<file path="src/rtl/tlc_phase_sequencer.sv">
// Highway/farm-road traffic-light phase sequencer: owns the phase FSM, the
// prescaled phase timer, the farm-road request latch and the active-low lamp pads.
module tlc_phase_sequencer #(
    parameter int TICK_DIV   = 16,
    parameter int TW         = 8,
    parameter int T_HWY_MIN  = 16,
    parameter int T_FARM_MAX = 8,
    parameter int T_YLW      = 3,
    parameter int T_ALLRED   = 1
) (
    input  logic       CLK_pad,
    input  logic       RSTN_pad,
    input  logic       CLR_pad,
    input  logic       FM_pad,
    input  logic       TEST_pad,
    output logic       GRN1_pad,
    output logic       YLW1_pad,
    output logic       RED1_pad,
    output logic       GRN2_pad,
    output logic       YLW2_pad,
    output logic       RED2_pad,
    output logic [2:0] PHASE_o,
    output logic       TICK_o
);

    typedef enum logic [2:0] {
        HGRN  = 3'd0,
        HYLW  = 3'd1,
        ARED1 = 3'd2,
        FGRN  = 3'd3,
        FYLW  = 3'd4,
        ARED2 = 3'd5
    } state_t;

    localparam int PW = (TICK_DIV > 1) ? $clog2(TICK_DIV) : 1;
    localparam logic [PW-1:0] PR_LAST   = PW'(TICK_DIV - 1);
    localparam logic [TW-1:0] HWY_LAST  = TW'(T_HWY_MIN - 1);
    localparam logic [TW-1:0] FARM_LAST = TW'(T_FARM_MAX - 1);
    localparam logic [TW-1:0] YLW_LAST  = TW'(T_YLW - 1);
    localparam logic [TW-1:0] ARED_LAST = TW'(T_ALLRED - 1);
    localparam logic [TW-1:0] TMR_MAX   = '1;

    logic [1:0]    rst_sync;
    logic          rst_n;
    logic [1:0]    fm_sync;
    logic [1:0]    test_sync;
    logic          fm_s;
    logic          test_s;
    logic [PW-1:0] pr;
    logic          tick;
    logic [TW-1:0] timer;
    logic          fm_req;
    logic [2:0]    state;
    state_t        next_state;
    logic          state_change;
    logic          enter_fgrn;

    // Reset asserts immediately but is released only after two clean clock edges.
    always_ff @(posedge CLK_pad or negedge RSTN_pad) begin
        if (!RSTN_pad) rst_sync <= 2'b00;
        else           rst_sync <= {rst_sync[0], 1'b1};
    end
    assign rst_n = rst_sync[1];

    // Input synchronizers are deliberately left out of the synchronous clear.
    always_ff @(posedge CLK_pad or negedge rst_n) begin
        if (!rst_n) begin
            fm_sync   <= 2'b00;
            test_sync <= 2'b00;
        end else begin
            fm_sync   <= {fm_sync[0], FM_pad};
            test_sync <= {test_sync[0], TEST_pad};
        end
    end
    assign fm_s   = fm_sync[1];
    assign test_s = test_sync[1];

    assign tick   = (test_s || (pr == PR_LAST)) && !CLR_pad;
    assign TICK_o = tick;

    always_ff @(posedge CLK_pad or negedge rst_n) begin
        if (!rst_n)                pr <= '0;
        else if (CLR_pad || test_s) pr <= '0;
        else if (pr == PR_LAST)    pr <= '0;
        else                       pr <= pr + PW'(1);
    end

    always_comb begin
        next_state = state_t'(state);
        case (state)
            HGRN:    if (tick && fm_req && (timer >= HWY_LAST)) next_state = HYLW;
            HYLW:    if (tick && (timer == YLW_LAST))           next_state = ARED1;
            ARED1:   if (tick && (timer == ARED_LAST))          next_state = FGRN;
            FGRN:    if (tick && ((timer == FARM_LAST) || (!fm_s && (timer != '0))))
                         next_state = FYLW;
            FYLW:    if (tick && (timer == YLW_LAST))           next_state = ARED2;
            ARED2:   if (tick && (timer == ARED_LAST))          next_state = HGRN;
            default: next_state = HGRN;
        endcase
    end

    assign state_change = (next_state != state);
    assign enter_fgrn   = (next_state == FGRN) && (state != FGRN);

    always_ff @(posedge CLK_pad or negedge rst_n) begin
        if (!rst_n)       state <= HGRN;
        else if (CLR_pad) state <= HGRN;
        else              state <= next_state;
    end

    always_ff @(posedge CLK_pad or negedge rst_n) begin
        if (!rst_n)                     timer <= '0;
        else if (CLR_pad)               timer <= '0;
        else if (state_change)          timer <= '0;
        else if (tick && timer != TMR_MAX) timer <= timer + TW'(1);
    end

    // Clear wins over a simultaneous set when the farm green is granted.
    always_ff @(posedge CLK_pad or negedge rst_n) begin
        if (!rst_n)          fm_req <= 1'b0;
        else if (CLR_pad)    fm_req <= 1'b0;
        else if (enter_fgrn) fm_req <= 1'b0;
        else if (fm_s)       fm_req <= 1'b1;
    end

    assign PHASE_o = state;

    always_comb begin
        GRN1_pad = 1'b1;
        YLW1_pad = 1'b1;
        RED1_pad = 1'b0;
        GRN2_pad = 1'b1;
        YLW2_pad = 1'b1;
        RED2_pad = 1'b0;
        case (state)
            HGRN: begin
                GRN1_pad = 1'b0;
                RED1_pad = 1'b1;
            end
            HYLW: begin
                YLW1_pad = 1'b0;
                RED1_pad = 1'b1;
            end
            FGRN: begin
                GRN2_pad = 1'b0;
                RED2_pad = 1'b1;
            end
            FYLW: begin
                YLW2_pad = 1'b0;
                RED2_pad = 1'b1;
            end
            default: ;
        endcase
    end

endmodule

</file>
<file path="config.mk">
export PLATFORM = sky130hd
export DESIGN_NAME = tlc_phase_sequencer
export DESIGN_NICKNAME = d
export VERILOG_FILES = /design/src/rtl/tlc_phase_sequencer.sv
export SDC_FILE = /design/constraint.sdc
export NUM_CORES = 1
export LEC_CHECK = 0
export BUFFER_PORTS_ARGS = -buffer_cell sky130_fd_sc_hd__buf_4
export CORE_UTILIZATION = 60
export CTS_CLUSTER_DIAMETER = 40
export CTS_CLUSTER_SIZE = 10
export DETAILED_ROUTE_END_ITERATION = 10
export GPL_TIMING_DRIVEN = 0
export MAX_ROUTING_LAYER = met4
export PLACE_DENSITY_LB_ADDON = 0.2
export SETUP_SLACK_MARGIN = 0.02
export SYNTH_ARGS = -nofsm -noshare
export SYNTH_HDL_FRONTEND = slang
export SYNTH_SLANG_ARGS = --single-unit
</file>
<file path="constraint.sdc">
create_clock -name CLK_pad -period 2.1 [get_ports CLK_pad]
set_clock_uncertainty 0.2 [all_clocks]
set_input_delay 0.315 -clock CLK_pad [delete_from_list [all_inputs] [get_ports CLK_pad]]
set_output_delay 0.315 -clock CLK_pad [all_outputs]
set_load 0.02 [all_outputs]
</file>
==> results of run 1 <==
[metrics by stage]
step / setup TNS [ps] / setup slack, ps / std cells / util / power (mW)
after floorplan: -1700 / -305 / 122 / - / 0.493
after global placement: -2890 / -450 / 161 / 0.751 / 0.510
after detailed placement: -3420 / -481 / 161 / 0.751 / 0.513
after CTS: -2150 / -322 / 180 / 0.872 / 0.758
after global routing: -4440 / -505 / 183 / 0.920 / 0.814
final: -3750 / -466 / 183 / 0.920 / 0.787
[routing by layer]
metal	wire length (um)	vias to the layer above
met2	1940	134
met1	1570	608
met4	187	0
met3	623	24
met5	0	-
li1	-	526
[cells in the final DEF, fill, tap and decap left out, types with 2 or more instances in the layout]
cell type	instances
sky130_fd_sc_hd__xnor2_1	5
sky130_fd_sc_hd__a31oi_1	2
sky130_fd_sc_hd__a221oi_2	2
sky130_fd_sc_hd__dfrtp_2	4
sky130_fd_sc_hd__o211ai_1	2
sky130_fd_sc_hd__dfrtp_1	18
sky130_fd_sc_hd__inv_2	2
sky130_fd_sc_hd__buf_4	29
sky130_fd_sc_hd__mux2i_1	2
sky130_fd_sc_hd__nor2_1	8
sky130_fd_sc_hd__nand2_1	10
sky130_fd_sc_hd__a21oi_1	3
sky130_fd_sc_hd__inv_1	5
sky130_fd_sc_hd__nor3b_1	2
sky130_fd_sc_hd__ha_1	3
sky130_fd_sc_hd__dlygate4sd3_1	3
sky130_fd_sc_hd__buf_6	2
sky130_fd_sc_hd__a21oi_2	4
sky130_fd_sc_hd__nand3_1	4
sky130_fd_sc_hd__o21ai_0	2
sky130_fd_sc_hd__nand4_1	3
sky130_fd_sc_hd__nor3_1	6
sky130_fd_sc_hd__nor4_4	2
sky130_fd_sc_hd__clkbuf_4	3
[cell type report]
class / instances / area [um^2] / share of cell area
plain buffers: 4 / 30.0 / 0.0181
clock buffers: 4 / 36.3 / 0.0219
inverters: 7 / 26.3 / 0.0158
multi-input cells: 89 / 714 / 0.431
flip-flops and latches: 22 / 556 / 0.335
well taps: 25 / 31.3 / 0.0189
repair buffers: 32 / 264 / 0.159
[critical path, stage by stage, from the launching register on]
cell,delay (ps)
sky130_fd_sc_hd__dfrtp_1,450
sky130_fd_sc_hd__inv_2,100
sky130_fd_sc_hd__ha_1,150
sky130_fd_sc_hd__or3b_4,400
sky130_fd_sc_hd__nor4_4,200
sky130_fd_sc_hd__mux2i_1,170
sky130_fd_sc_hd__or3_1,390
sky130_fd_sc_hd__buf_6,160
sky130_fd_sc_hd__a221oi_2,250
[what timing repair did]
| item | 4_1_cts | 5_1_grt |
|---|---|---|
| gates resized for setup | 13 | 13 |
| pin swaps | 5 | 3 |
| hold endpoints to repair | 4 | 0 |
| setup endpoints to repair | 14 | 13 |
| buffers inserted | 12 | 4 |
| hold buffers | 3 | 0 |
[kinds of logic (layout without fill, tap and decap cells)]
| logic type | count (synthesis) | count (layout) | share of synthesized area |
|---|---|---|---|
| compound gates | 25 | 25 | 0.150 |
| fa+ha+maj | 4 | 4 | 0.0415 |
| mux | 2 | 2 | 0.0166 |
| buf+inv | 11 | 47 | 0.0466 |
| other cells | 1 | 1 | 0.00311 |
| xor+xnor | 5 | 5 | 0.0363 |
| flops | 22 | 22 | 0.456 |
| simple gates | 52 | 52 | 0.250 |
[sequential cells by signal (all words and copies together), names as in the netlist]
register   flops
timer          8
pr             4
PHASE_o        3
fm_sync        2
rst_sync       2
test_sync      2
fm_req         1
[power breakdown]
part | total [mW] | switching [mW] | internal (mW)
clock | 0.250 | 0.143 | 0.106
sequential | 0.453 | 0.0184 | 0.435
combinational | 0.0842 | 0.0453 | 0.0390
[path summary, 6_finish.rpt]
kind                                        start                endpoint  slack, ps  cells past startpoint
hold reg to reg             rst_sync[1]$_DFF_PN0_      fm_req$_DFFE_PN0P_        140                      0
max in group asynchronous   rst_sync[1]$_DFF_PN0_    timer[5]$_DFFE_PN0P_       1000                      0
hold / removal                           RSTN_pad   rst_sync[1]$_DFF_PN0_        100                      2
setup reg to reg             timer[0]$_DFFE_PN0P_    timer[6]$_DFFE_PN0P_       -470                      8
setup / recovery             timer[0]$_DFFE_PN0P_    timer[6]$_DFFE_PN0P_       -470                      8
min in group CLK_pad       test_sync[0]$_DFF_PN0_  test_sync[1]$_DFF_PN0_        170                      0
==> metrics.txt, run 1 <==
# TYPE chip_impl_metric gauge
chip_impl_metric{name="antenna_violating_nets_post_route",unit=""} 0
chip_impl_metric{name="final.hold.worst_slack",unit="ps"} 96.6
chip_impl_metric{name="detailed_place_hpwl",unit="mm"} 1.71
chip_impl_metric{name="maxSlewViolCount",unit=""} 0
chip_impl_metric{name="finalCriticalPeriod",unit="ps"} 2570
chip_impl_metric{name="synth_largest_type_area_fraction",unit=""} 0.456
chip_impl_metric{name="timing.final.crit_share",unit=""} 1.22
chip_impl_metric{name="layout.cell_area.non_filler",unit="um^2"} 1660
chip_impl_info{name="netlist_top_cells_area",value="sky130_fd_sc_hd__dfrtp_1, sky130_fd_sc_hd__ha_1, sky130_fd_sc_hd__xnor2_1, sky130_fd_sc_hd__a21oi_1, sky130_fd_sc_hd__nor3_1"} 1
chip_impl_metric{name="post-route-worst-setup-slack",unit="ps"} -466
chip_impl_info{name="status",value="complete, but fails checks"} 1
chip_impl_metric{name="number_of_register_bits_inferred_by_synthesis",unit=""} 22
chip_impl_metric{name="cts_made_buffers",unit=""} 3
chip_impl_metric{name="synthDistinctLibCells",unit=""} 42
chip_impl_metric{name="worst_skew_pair.late_latency",unit="ps"} 330
chip_impl_metric{name="synth.yosys.seq_area_share",unit=""} 0.456
chip_impl_metric{name="max_slew_margin",unit=""} 0.458
chip_impl_metric{name="finalHoldViolCount",unit=""} 0
chip_impl_metric{name="die_height",unit="um"} 46.9
chip_impl_metric{name="htree_levels",unit=""} 1
chip_impl_metric{name="syn-num-nets",unit=""} 131
chip_impl_metric{name="setup_viol",unit=""} 15
chip_impl_metric{name="area_growth",unit="%"} 37.3
chip_impl_metric{name="synthArstFlopShare",unit=""} 1.00
chip_impl_metric{name="vias",unit=""} 1292
chip_impl_metric{name="postSynthCellCount",unit=""} 122
chip_impl_metric{name="yosysWarnings",unit=""} 0
chip_impl_metric{name="detail_route.vias_per_cell",unit=""} 7.06
chip_impl_metric{name="antenna_violations_before_repair",unit=""} 0
chip_impl_metric{name="grt_util_met2",unit=""} 0.619
chip_impl_metric{name="routedWlPerCell",unit="um"} 23.6
chip_impl_metric{name="port_buffers",unit=""} 14
chip_impl_info{name="worst_hold_path_type",value="input pin to async pin"} 1
chip_impl_info{name="type_of_the_setup_path_with_the_least_slack",value="register to register"} 1
chip_impl_metric{name="power_density",unit="nW/um^2"} 475
chip_impl_metric{name="drt_first_iter_violations",unit=""} 119
chip_impl_info{name="critPathLaunchType",value="register"} 1
chip_impl_metric{name="cp_data_arrival_time",unit="ps"} 2610
chip_impl_metric{name="synth_area",unit="um^2"} 1210
chip_impl_info{name="synthDominantAreaCellType",value="sky130_fd_sc_hd__dfrtp_1"} 1
chip_impl_info{name="synth.cells.most_frequent",value="sky130_fd_sc_hd__dfrtp_1, sky130_fd_sc_hd__nand2_1, sky130_fd_sc_hd__nor2_1"} 1
chip_impl_metric{name="maxCapViolations",unit=""} 0
chip_impl_metric{name="static-leakage-power",unit="nW"} 0.702
chip_impl_metric{name="antenna_cells",unit=""} 0
chip_impl_metric{name="clock-sinks",unit=""} 22
chip_impl_info{name="ys.flop_type",value="sky130_fd_sc_hd__dfrtp_1"} 1
chip_impl_metric{name="grt_overflow",unit=""} 0
chip_impl_metric{name="total_grt_usage",unit=""} 0.386
chip_impl_info{name="crit_path_end_kind",value="register"} 1
chip_impl_metric{name="tightestPinTransition",unit="ps"} 813
chip_impl_metric{name="drive_gt1_frac",unit=""} 0.411
chip_impl_metric{name="clock_input_transition_at_the_sequential_cells_of_the_worst_setup_and_hold_paths",unit="ps"} 130
chip_impl_metric{name="post-route-drc-count",unit=""} 0
chip_impl_metric{name="syn_area_per_cell",unit="um^2"} 9.90
chip_impl_metric{name="timing.critical_path.fanout_max",unit=""} 6
chip_impl_metric{name="floorplan.io_pins",unit=""} 15
chip_impl_metric{name="fp-row-count",unit=""} 15
chip_impl_metric{name="dpl_cell_area",unit="um^2"} 1350
chip_impl_info{name="yosysMostFrequentCell",value="sky130_fd_sc_hd__dfrtp_1"} 1
chip_impl_info{name="cts_root_buffer",value="sky130_fd_sc_hd__clkbuf_4"} 1
chip_impl_metric{name="fmax",unit="MHz"} 390
chip_impl_metric{name="floorplan.initialDensity",unit=""} 0.670
chip_impl_metric{name="vias_in_the_first_global_route",unit=""} 1136
chip_impl_metric{name="number_of_inserted_filler_cells_in_the_final_layout",unit=""} 70
chip_impl_metric{name="gr_util_met1",unit=""} 0.439
chip_impl_info{name="grt_setup_unrepaired",value="true"} 1
chip_impl_metric{name="routabilityCongestion",unit=""} 0.904
chip_impl_metric{name="grt_max_degree",unit=""} 21
chip_impl_metric{name="die-width",unit="um"} 46.9
chip_impl_metric{name="fp.dieArea",unit="um^2"} 2200
chip_impl_info{name="violations",value="setup timing"} 1
chip_impl_metric{name="first_pass_grt_wire_length",unit="mm"} 5.40
chip_impl_info{name="grt_busiest_layer",value="met2"} 1
chip_impl_metric{name="floorplan.core_area",unit="um^2"} 1800
chip_impl_metric{name="synth_enable_flop_cells",unit=""} 0
chip_impl_info{name="tritoncts_clock_tree",value="built"} 1
chip_impl_metric{name="cp_data_required_time",unit="ps"} 2140
chip_impl_metric{name="vdd.ir_drop.worst",unit="mV"} 0.501
chip_impl_metric{name="detail_route.first_pass.iterations",unit=""} 5
chip_impl_metric{name="nNetsFinal",unit=""} 168
chip_impl_metric{name="cts.path.max_buffers",unit=""} 2
chip_impl_metric{name="grtUsageMet3",unit=""} 0.0923
chip_impl_metric{name="drt-total-wl",unit="mm"} 4.33
(Power assumes the default switching activity.)
==> run 2: changes to the inputs <==
- CORE_UTILIZATION: 60 -> 30
- CTS_BUF_LIST: default -> sky130_fd_sc_hd__clkbuf_4
- PLACE_DENSITY: default -> 0.49
- PLACE_DENSITY_LB_ADDON: 0.2 -> default
==> run 2 against run 1 <==
Net effect: the flow still finishes with violations (setup timing); critical path depth is the same; global-route usage shrank 24 points; worst hold slack gained 0.99 ps; power grew 9.0%; non-clock buffer count grew 3; largest cell class unchanged; highest routed layer unchanged.
==> metrics.txt, run 2 (synthesis gave the netlist of run 1 again) <==
# TYPE chip_impl_metric gauge
chip_impl_metric{name="antenna_violations_before_repair",unit=""} 0
chip_impl_metric{name="detailed_place_hpwl",unit="mm"} 1.82
chip_impl_metric{name="vias_in_the_first_global_route",unit=""} 995
chip_impl_metric{name="p_clk_frac",unit=""} 0.389
chip_impl_info{name="critPathLaunchType",value="register"} 1
chip_impl_metric{name="total_grt_usage",unit=""} 0.141
chip_impl_metric{name="cts.path.max_buffers",unit=""} 2
chip_impl_metric{name="design_power_total",unit="mW"} 0.858
chip_impl_metric{name="worst_skew_pair.late_latency",unit="ps"} 310
chip_impl_metric{name="place.detailed.instances",unit=""} 184
chip_impl_metric{name="finalHoldViolCount",unit=""} 0
chip_impl_metric{name="power_frac_seq",unit=""} 0.526
chip_impl_info{name="tritoncts_clock_tree",value="built"} 1
chip_impl_metric{name="final.hold.worst_slack",unit="ps"} 97.6
chip_impl_metric{name="multiInputGateArea",unit="um^2"} 691
chip_impl_metric{name="vias",unit=""} 1051
chip_impl_info{name="mostFrequentLayoutCell",value="sky130_fd_sc_hd__buf_4"} 1
chip_impl_metric{name="r2r.worst_path.cells",unit=""} 8
chip_impl_metric{name="finish.cell_count_without_fillers",unit=""} 209
chip_impl_info{name="grt_setup_unrepaired",value="true"} 1
chip_impl_metric{name="antenna_cells",unit=""} 0
chip_impl_info{name="max_flop_register",value="timer"} 1
chip_impl_metric{name="area_growth",unit="%"} 39.8
chip_impl_metric{name="vdd.ir_drop.worst",unit="mV"} 0.315
chip_impl_metric{name="first_pass_grt_wire_length",unit="mm"} 4.45
chip_impl_metric{name="maxCapViolations",unit=""} 0
chip_impl_metric{name="finalCriticalPeriod",unit="ps"} 2470
chip_impl_info{name="type_of_the_setup_path_with_the_least_slack",value="register to register"} 1
chip_impl_metric{name="routedWlPerCell",unit="um"} 13.0
chip_impl_metric{name="power_density",unit="nW/um^2"} 508
chip_impl_info{name="worst_hold_path_type",value="input pin to async pin"} 1
chip_impl_metric{name="worst_setup_timing_slack_at_the_placement_stage",unit="ps"} -511
chip_impl_metric{name="floorplan.core_area",unit="um^2"} 3770
chip_impl_metric{name="finalSetupTns",unit="ps"} -3370
chip_impl_metric{name="fp.dieArea",unit="um^2"} 4280
chip_impl_info{name="status",value="complete, but fails checks"} 1
chip_impl_metric{name="tightestPinTransition",unit="ps"} 814
chip_impl_metric{name="gr_util_met1",unit=""} 0.172
chip_impl_metric{name="antenna_violating_nets_post_route",unit=""} 0
chip_impl_metric{name="floorplan.io_pins",unit=""} 15
chip_impl_metric{name="grt_max_degree",unit=""} 21
chip_impl_metric{name="static-leakage-power",unit="nW"} 0.705
chip_impl_metric{name="power.share.combinational",unit=""} 0.085
chip_impl_metric{name="routabilityCongestion",unit=""} 0.748
chip_impl_info{name="grt_busiest_layer",value="met2"} 1
chip_impl_metric{name="floorplan.initialDensity",unit=""} 0.320
chip_impl_metric{name="die-width",unit="um"} 65.4
chip_impl_metric{name="cp_data_arrival_time",unit="ps"} 2480
chip_impl_metric{name="post-route-worst-setup-slack",unit="ps"} -367
chip_impl_metric{name="port_buffers",unit=""} 14
chip_impl_info{name="cts_root_buffer",value="sky130_fd_sc_hd__clkbuf_4"} 1
chip_impl_metric{name="htree_levels",unit=""} 1
chip_impl_metric{name="clock_input_transition_at_the_sequential_cells_of_the_worst_setup_and_hold_paths",unit="ps"} 130
chip_impl_metric{name="grt_overflow",unit=""} 0
chip_impl_metric{name="maxSlewViolCount",unit=""} 0
chip_impl_info{name="crit_path_end_kind",value="register"} 1
chip_impl_info{name="layout_common_cells",value="sky130_fd_sc_hd__buf_4, sky130_fd_sc_hd__dfrtp_1, sky130_fd_sc_hd__nand2_1"} 1
chip_impl_metric{name="post-route-drc-count",unit=""} 0
chip_impl_info{name="violations",value="setup timing"} 1
chip_impl_metric{name="largest_reg_flops",unit=""} 8
chip_impl_metric{name="setup_viol",unit=""} 11
chip_impl_metric{name="net-switching-power",unit="mW"} 0.193
chip_impl_metric{name="fp-row-count",unit=""} 22
chip_impl_metric{name="timing.final.crit_share",unit=""} 1.17
chip_impl_metric{name="drt-total-wl",unit="mm"} 2.71
chip_impl_metric{name="cp_data_required_time",unit="ps"} 2110
chip_impl_metric{name="area.sequential",unit="um^2"} 554
chip_impl_metric{name="drive_gt1_frac",unit=""} 0.410
chip_impl_metric{name="reg2reg_slack",unit="ps"} -370
chip_impl_metric{name="timing.critical_path.fanout_max",unit=""} 8
chip_impl_metric{name="drt_first_iter_violations",unit=""} 63
chip_impl_metric{name="internal_power",unit="mW"} 0.664
chip_impl_metric{name="max_slew_margin",unit=""} 0.457
chip_impl_metric{name="detail_route.vias_per_cell",unit=""} 5.03
chip_impl_info{name="r2r-end",value="timer[0]$_DFFE_PN0P_"} 1
chip_impl_metric{name="fmax",unit="MHz"} 405
chip_impl_metric{name="cts_made_buffers",unit=""} 3
chip_impl_metric{name="detail_route.first_pass.iterations",unit=""} 4
chip_impl_metric{name="number_of_inserted_filler_cells_in_the_final_layout",unit=""} 344
chip_impl_metric{name="netSwitchingFraction",unit=""} 0.225
chip_impl_metric{name="die_height",unit="um"} 65.4
chip_impl_metric{name="grt_util_met2",unit=""} 0.232
chip_impl_info{name="reg2reg_from",value="timer[4]$_DFFE_PN0P_"} 1
chip_impl_metric{name="nNetsFinal",unit=""} 171
chip_impl_metric{name="grtUsageMet3",unit=""} 0.0174
chip_impl_metric{name="clock-sinks",unit=""} 22
run 2: worst max path at each step:
stage                    startpoint                    to  slack [ps]  depth (start not counted)
5_1_grt        timer[7]$_DFFE_PN0P_  timer[5]$_DFFE_PN0P_        -430                          8
3_3_place_gp   timer[4]$_DFFE_PN0P_  timer[6]$_DFFE_PN0P_        -510                          5
2_1_floorplan  timer[0]$_DFFE_PN0P_  timer[2]$_DFFE_PN0P_        -300                          8
4_1_cts        timer[4]$_DFFE_PN0P_  timer[6]$_DFFE_PN0P_        -320                          6
6_report       timer[4]$_DFFE_PN0P_  timer[0]$_DFFE_PN0P_        -370                          8
3_5_place_dp   timer[4]$_DFFE_PN0P_  timer[6]$_DFFE_PN0P_        -510                          5
run 2: area by class of cell:
type / instances / share of cell area
flip-flops and latches: 22 / 0.328
repair buffers: 35 / 0.162
plain buffers: 4 / 0.0178
well taps: 48 / 0.0356
clock inverters: 1 / 0.0178
multi-input cells: 89 / 0.409
inverters: 7 / 0.0156
clock buffers: 3 / 0.0133
run 2: critical path: stages (launching register included):
cell and delay (ps):
sky130_fd_sc_hd__dfrtp_2 420, sky130_fd_sc_hd__or4_4 560, sky130_fd_sc_hd__buf_4 160, sky130_fd_sc_hd__buf_6 110, sky130_fd_sc_hd__o32ai_4 210, sky130_fd_sc_hd__o21ai_2 130, sky130_fd_sc_hd__o2111ai_4 350, sky130_fd_sc_hd__buf_4 180
sky130_fd_sc_hd__a21oi_2 40
run 2: stage by stage:
stage	cell area (um^2)	utilization
5_1_grt	1690	0.448
3_3_place_gp	1380	0.366
3_5_place_dp	1380	0.366
4_1_cts	1580	0.419
6_report	1690	0.448
2_1_floorplan	1220	-
run 2: layer usage:
metal	share of wire	routed length, um	vias to the layer above
met4	0.018	50	0
met1	0.44	1200	503
met3	0.035	96	4
met5	0	0	-
li1	-	-	525
met2	0.50	1360	19
run 2: what timing repair did:
item,4_1_cts,5_1_grt
endpoints found under the setup margin,14,12
hold buffers,3,0
buffers inserted,9,9
hold endpoints to repair,4,0
cloned,0,0
pin swaps,6,6
resized for setup,12,9
run 2: power by group through the flow:
stage,Clock [mW],Combinational (mW),Sequential [mW]
final,0.333,0.0732,0.451
after global routing,0.357,0.0801,0.455
after CTS,0.338,0.0642,0.451
after detailed placement,0,0.0564,0.459
after global placement,0,0.0547,0.459
after floorplan,0,0.0381,0.455
==> run 3: changes to the inputs <==
- CORE_UTILIZATION: 30 -> 63
- PLACE_DENSITY: 0.49 -> 0.88
==> run 3 against run 2 <==
Net effect: the run still ends with setup timing left; non-clock buffer count shrank 7; clock power shrank 42%; combinational power is essentially flat; power shrank 16%; routed wire length grew 17%; worst hold slack gained 12 ps; setup slack lost 12 ps; largest cell class unchanged.
==> metrics.txt, run 3 (synthesis gave the netlist of run 1 again) <==
# TYPE chip_impl_metric gauge
chip_impl_metric{name="routedWlPerCell",unit="um"} 17.7
chip_impl_metric{name="detail_route.first_pass.iterations",unit=""} 4
chip_impl_metric{name="vias_in_the_first_global_route",unit=""} 1058
chip_impl_info{name="mostFrequentLayoutCell",value="sky130_fd_sc_hd__buf_4"} 1
chip_impl_metric{name="vias",unit=""} 1151
chip_impl_info{name="worst_hold_path_type",value="input pin to async pin"} 1
chip_impl_metric{name="vdd.ir_drop.worst",unit="mV"} 0.592
chip_impl_metric{name="critical-path-max-stage-delay",unit="ps"} 580
chip_impl_metric{name="tightestPinTransition",unit="ps"} 798
chip_impl_metric{name="timing.final.crit_share",unit=""} 1.18
chip_impl_metric{name="antenna_violating_nets_post_route",unit=""} 0
chip_impl_metric{name="cts.path.max_buffers",unit=""} 2
chip_impl_metric{name="design_power_total",unit="mW"} 0.718
chip_impl_metric{name="final.hold.worst_slack",unit="ps"} 110
chip_impl_metric{name="power_density",unit="nW/um^2"} 465
chip_impl_info{name="status",value="complete, but fails checks"} 1
chip_impl_metric{name="htree_levels",unit=""} 1
chip_impl_info{name="crit_path_cell_trace",value="or4_4, nor4_4, mux2i_1, or3_1, buf_6, a221oi_2"} 1
chip_impl_metric{name="nNetsFinal",unit=""} 164
chip_impl_metric{name="cp_data_required_time",unit="ps"} 2120
chip_impl_info{name="max_flop_register",value="timer"} 1
chip_impl_metric{name="path_depth",unit=""} 6
chip_impl_metric{name="grt_overflow",unit=""} 0
chip_impl_metric{name="drt-total-wl",unit="mm"} 3.17
chip_impl_info{name="timing.critical_path.slowest_stage_cell",value="sky130_fd_sc_hd__or4_4"} 1
chip_impl_metric{name="detail_route.vias_per_cell",unit=""} 6.43
chip_impl_metric{name="layout.cell_area.non_filler",unit="um^2"} 1550
chip_impl_metric{name="antenna_violations_before_repair",unit=""} 0
chip_impl_info{name="layout_common_cells",value="sky130_fd_sc_hd__buf_4, sky130_fd_sc_hd__dfrtp_1, sky130_fd_sc_hd__nand2_1"} 1
chip_impl_metric{name="first_pass_grt_wire_length",unit="mm"} 4.91
chip_impl_metric{name="worst_setup_timing_slack_at_the_placement_stage",unit="ps"} -471
chip_impl_metric{name="finalHoldViolCount",unit=""} 0
chip_impl_metric{name="finalCriticalPeriod",unit="ps"} 2480
chip_impl_metric{name="die-width",unit="um"} 45.8
chip_impl_metric{name="antenna_cells",unit=""} 0
chip_impl_metric{name="largest_reg_flops",unit=""} 8
chip_impl_metric{name="drive_gt1_frac",unit=""} 0.357
chip_impl_metric{name="fp-row-count",unit=""} 15
chip_impl_metric{name="floorplan.io_pins",unit=""} 15
chip_impl_metric{name="fmax",unit="MHz"} 403
chip_impl_metric{name="port_buffers",unit=""} 14
chip_impl_info{name="crit_path_end_kind",value="register"} 1
chip_impl_metric{name="finalSetupTns",unit="ps"} -2560
chip_impl_metric{name="max_slew_margin",unit=""} 0.468
chip_impl_info{name="cts_root_buffer",value="sky130_fd_sc_hd__clkbuf_4"} 1
chip_impl_metric{name="drt_first_iter_violations",unit=""} 48
chip_impl_info{name="violations",value="setup timing"} 1
chip_impl_metric{name="cp_data_arrival_time",unit="ps"} 2500
chip_impl_metric{name="maxCapViolations",unit=""} 0
chip_impl_metric{name="maxSlewViolCount",unit=""} 0
chip_impl_metric{name="die_height",unit="um"} 45.8
chip_impl_metric{name="worst_skew_pair.late_latency",unit="ps"} 300
chip_impl_metric{name="setup_viol",unit=""} 9
chip_impl_metric{name="post-route-worst-setup-slack",unit="ps"} -378
chip_impl_metric{name="floorplan.initialDensity",unit=""} 0.684
chip_impl_metric{name="grt_max_degree",unit=""} 21
chip_impl_metric{name="timing.critical_path.fanout_max",unit=""} 8
chip_impl_info{name="path_delay_family",value="simple AND/OR/NAND/NOR gates"} 1
chip_impl_metric{name="detailed_place_hpwl",unit="mm"} 1.75
chip_impl_info{name="critPathLaunchType",value="register"} 1
chip_impl_metric{name="post-route-drc-count",unit=""} 0
chip_impl_metric{name="number_of_inserted_filler_cells_in_the_final_layout",unit=""} 93
chip_impl_metric{name="cts_made_buffers",unit=""} 3
chip_impl_metric{name="static-leakage-power",unit="nW"} 0.658
chip_impl_metric{name="worst_path_buf_inv",unit=""} 1
chip_impl_metric{name="finish.cell_count_without_fillers",unit=""} 179
chip_impl_metric{name="finalCoreUtilization",unit=""} 0.877
chip_impl_metric{name="place.detailed.instances",unit=""} 161
chip_impl_info{name="grt_setup_unrepaired",value="true"} 1
chip_impl_metric{name="clock_input_transition_at_the_sequential_cells_of_the_worst_setup_and_hold_paths",unit="ps"} 120
chip_impl_metric{name="clock-sinks",unit=""} 22
chip_impl_metric{name="dpl_cell_area",unit="um^2"} 1350
chip_impl_info{name="type_of_the_setup_path_with_the_least_slack",value="register to register"} 1
chip_impl_metric{name="routabilityCongestion",unit=""} 0.920
chip_impl_metric{name="total_grt_usage",unit=""} 0.345
chip_impl_metric{name="fp.dieArea",unit="um^2"} 2100
chip_impl_metric{name="r2r.worst_path.cells",unit=""} 6
chip_impl_metric{name="floorplan.core_area",unit="um^2"} 1760
chip_impl_metric{name="area_growth",unit="%"} 28.1
chip_impl_info{name="tritoncts_clock_tree",value="built"} 1
## run 3: timing repair
action / CTS / global route
gates cloned: 0 / 0
hold endpoints to repair: 4 / 0
hold buffers: 3 / 0
buffers inserted: 11 / 0
setup endpoints to repair: 14 / 12
gates resized for setup: 11 / 4
pin swaps: 2 / 2
## run 3: worst paths after layout
path,end,slack (ps),start
worst max register to register,timer[2]$_DFFE_PN0P_,-380,timer[4]$_DFFE_PN0P_
worst max-delay path,timer[2]$_DFFE_PN0P_,-380,timer[4]$_DFFE_PN0P_
worst min-delay path,rst_sync[0]$_DFF_PN0_,110,RSTN_pad
min in group CLK_pad,timer[2]$_DFFE_PN0P_,160,CLR_pad
worst min register to register,fm_sync[1]$_DFF_PN0_,140,rst_sync[1]$_DFF_PN0_
max in group asynchronous,PHASE_o[2]$_DFF_PN0_,1020,rst_sync[1]$_DFF_PN0_
## run 3: metal layers
metal / vias up / part of all wire / GRT usage
met2: 72 / 0.50 / 0.557
met4: 0 / 0.047 / 0.159
met5: - / 0 / -
li1: 507 / - / -
met3: 16 / 0.066 / 0.0516
met1: 556 / 0.39 / 0.425
## run 3: layout make-up
type / count / area (um^2) / area share
repair buffers: 28 / 218 / 0.141
clock buffers: 3 / 22.5 / 0.0146
well taps: 25 / 31.3 / 0.0202
multi-input cells: 89 / 661 / 0.427
flip-flops and latches: 22 / 554 / 0.358
inverters: 7 / 26.3 / 0.0170
plain buffers: 4 / 30.0 / 0.0194
clock inverters: 1 / 3.75 / 0.00243
## run 3: power by group
group	switching, mW	internal (mW)	total, mW
registers	0.0174	0.435	0.452
clock network	0.124	0.0694	0.193
logic	0.0381	0.0349	0.0729
total	0.179	0.539	0.718
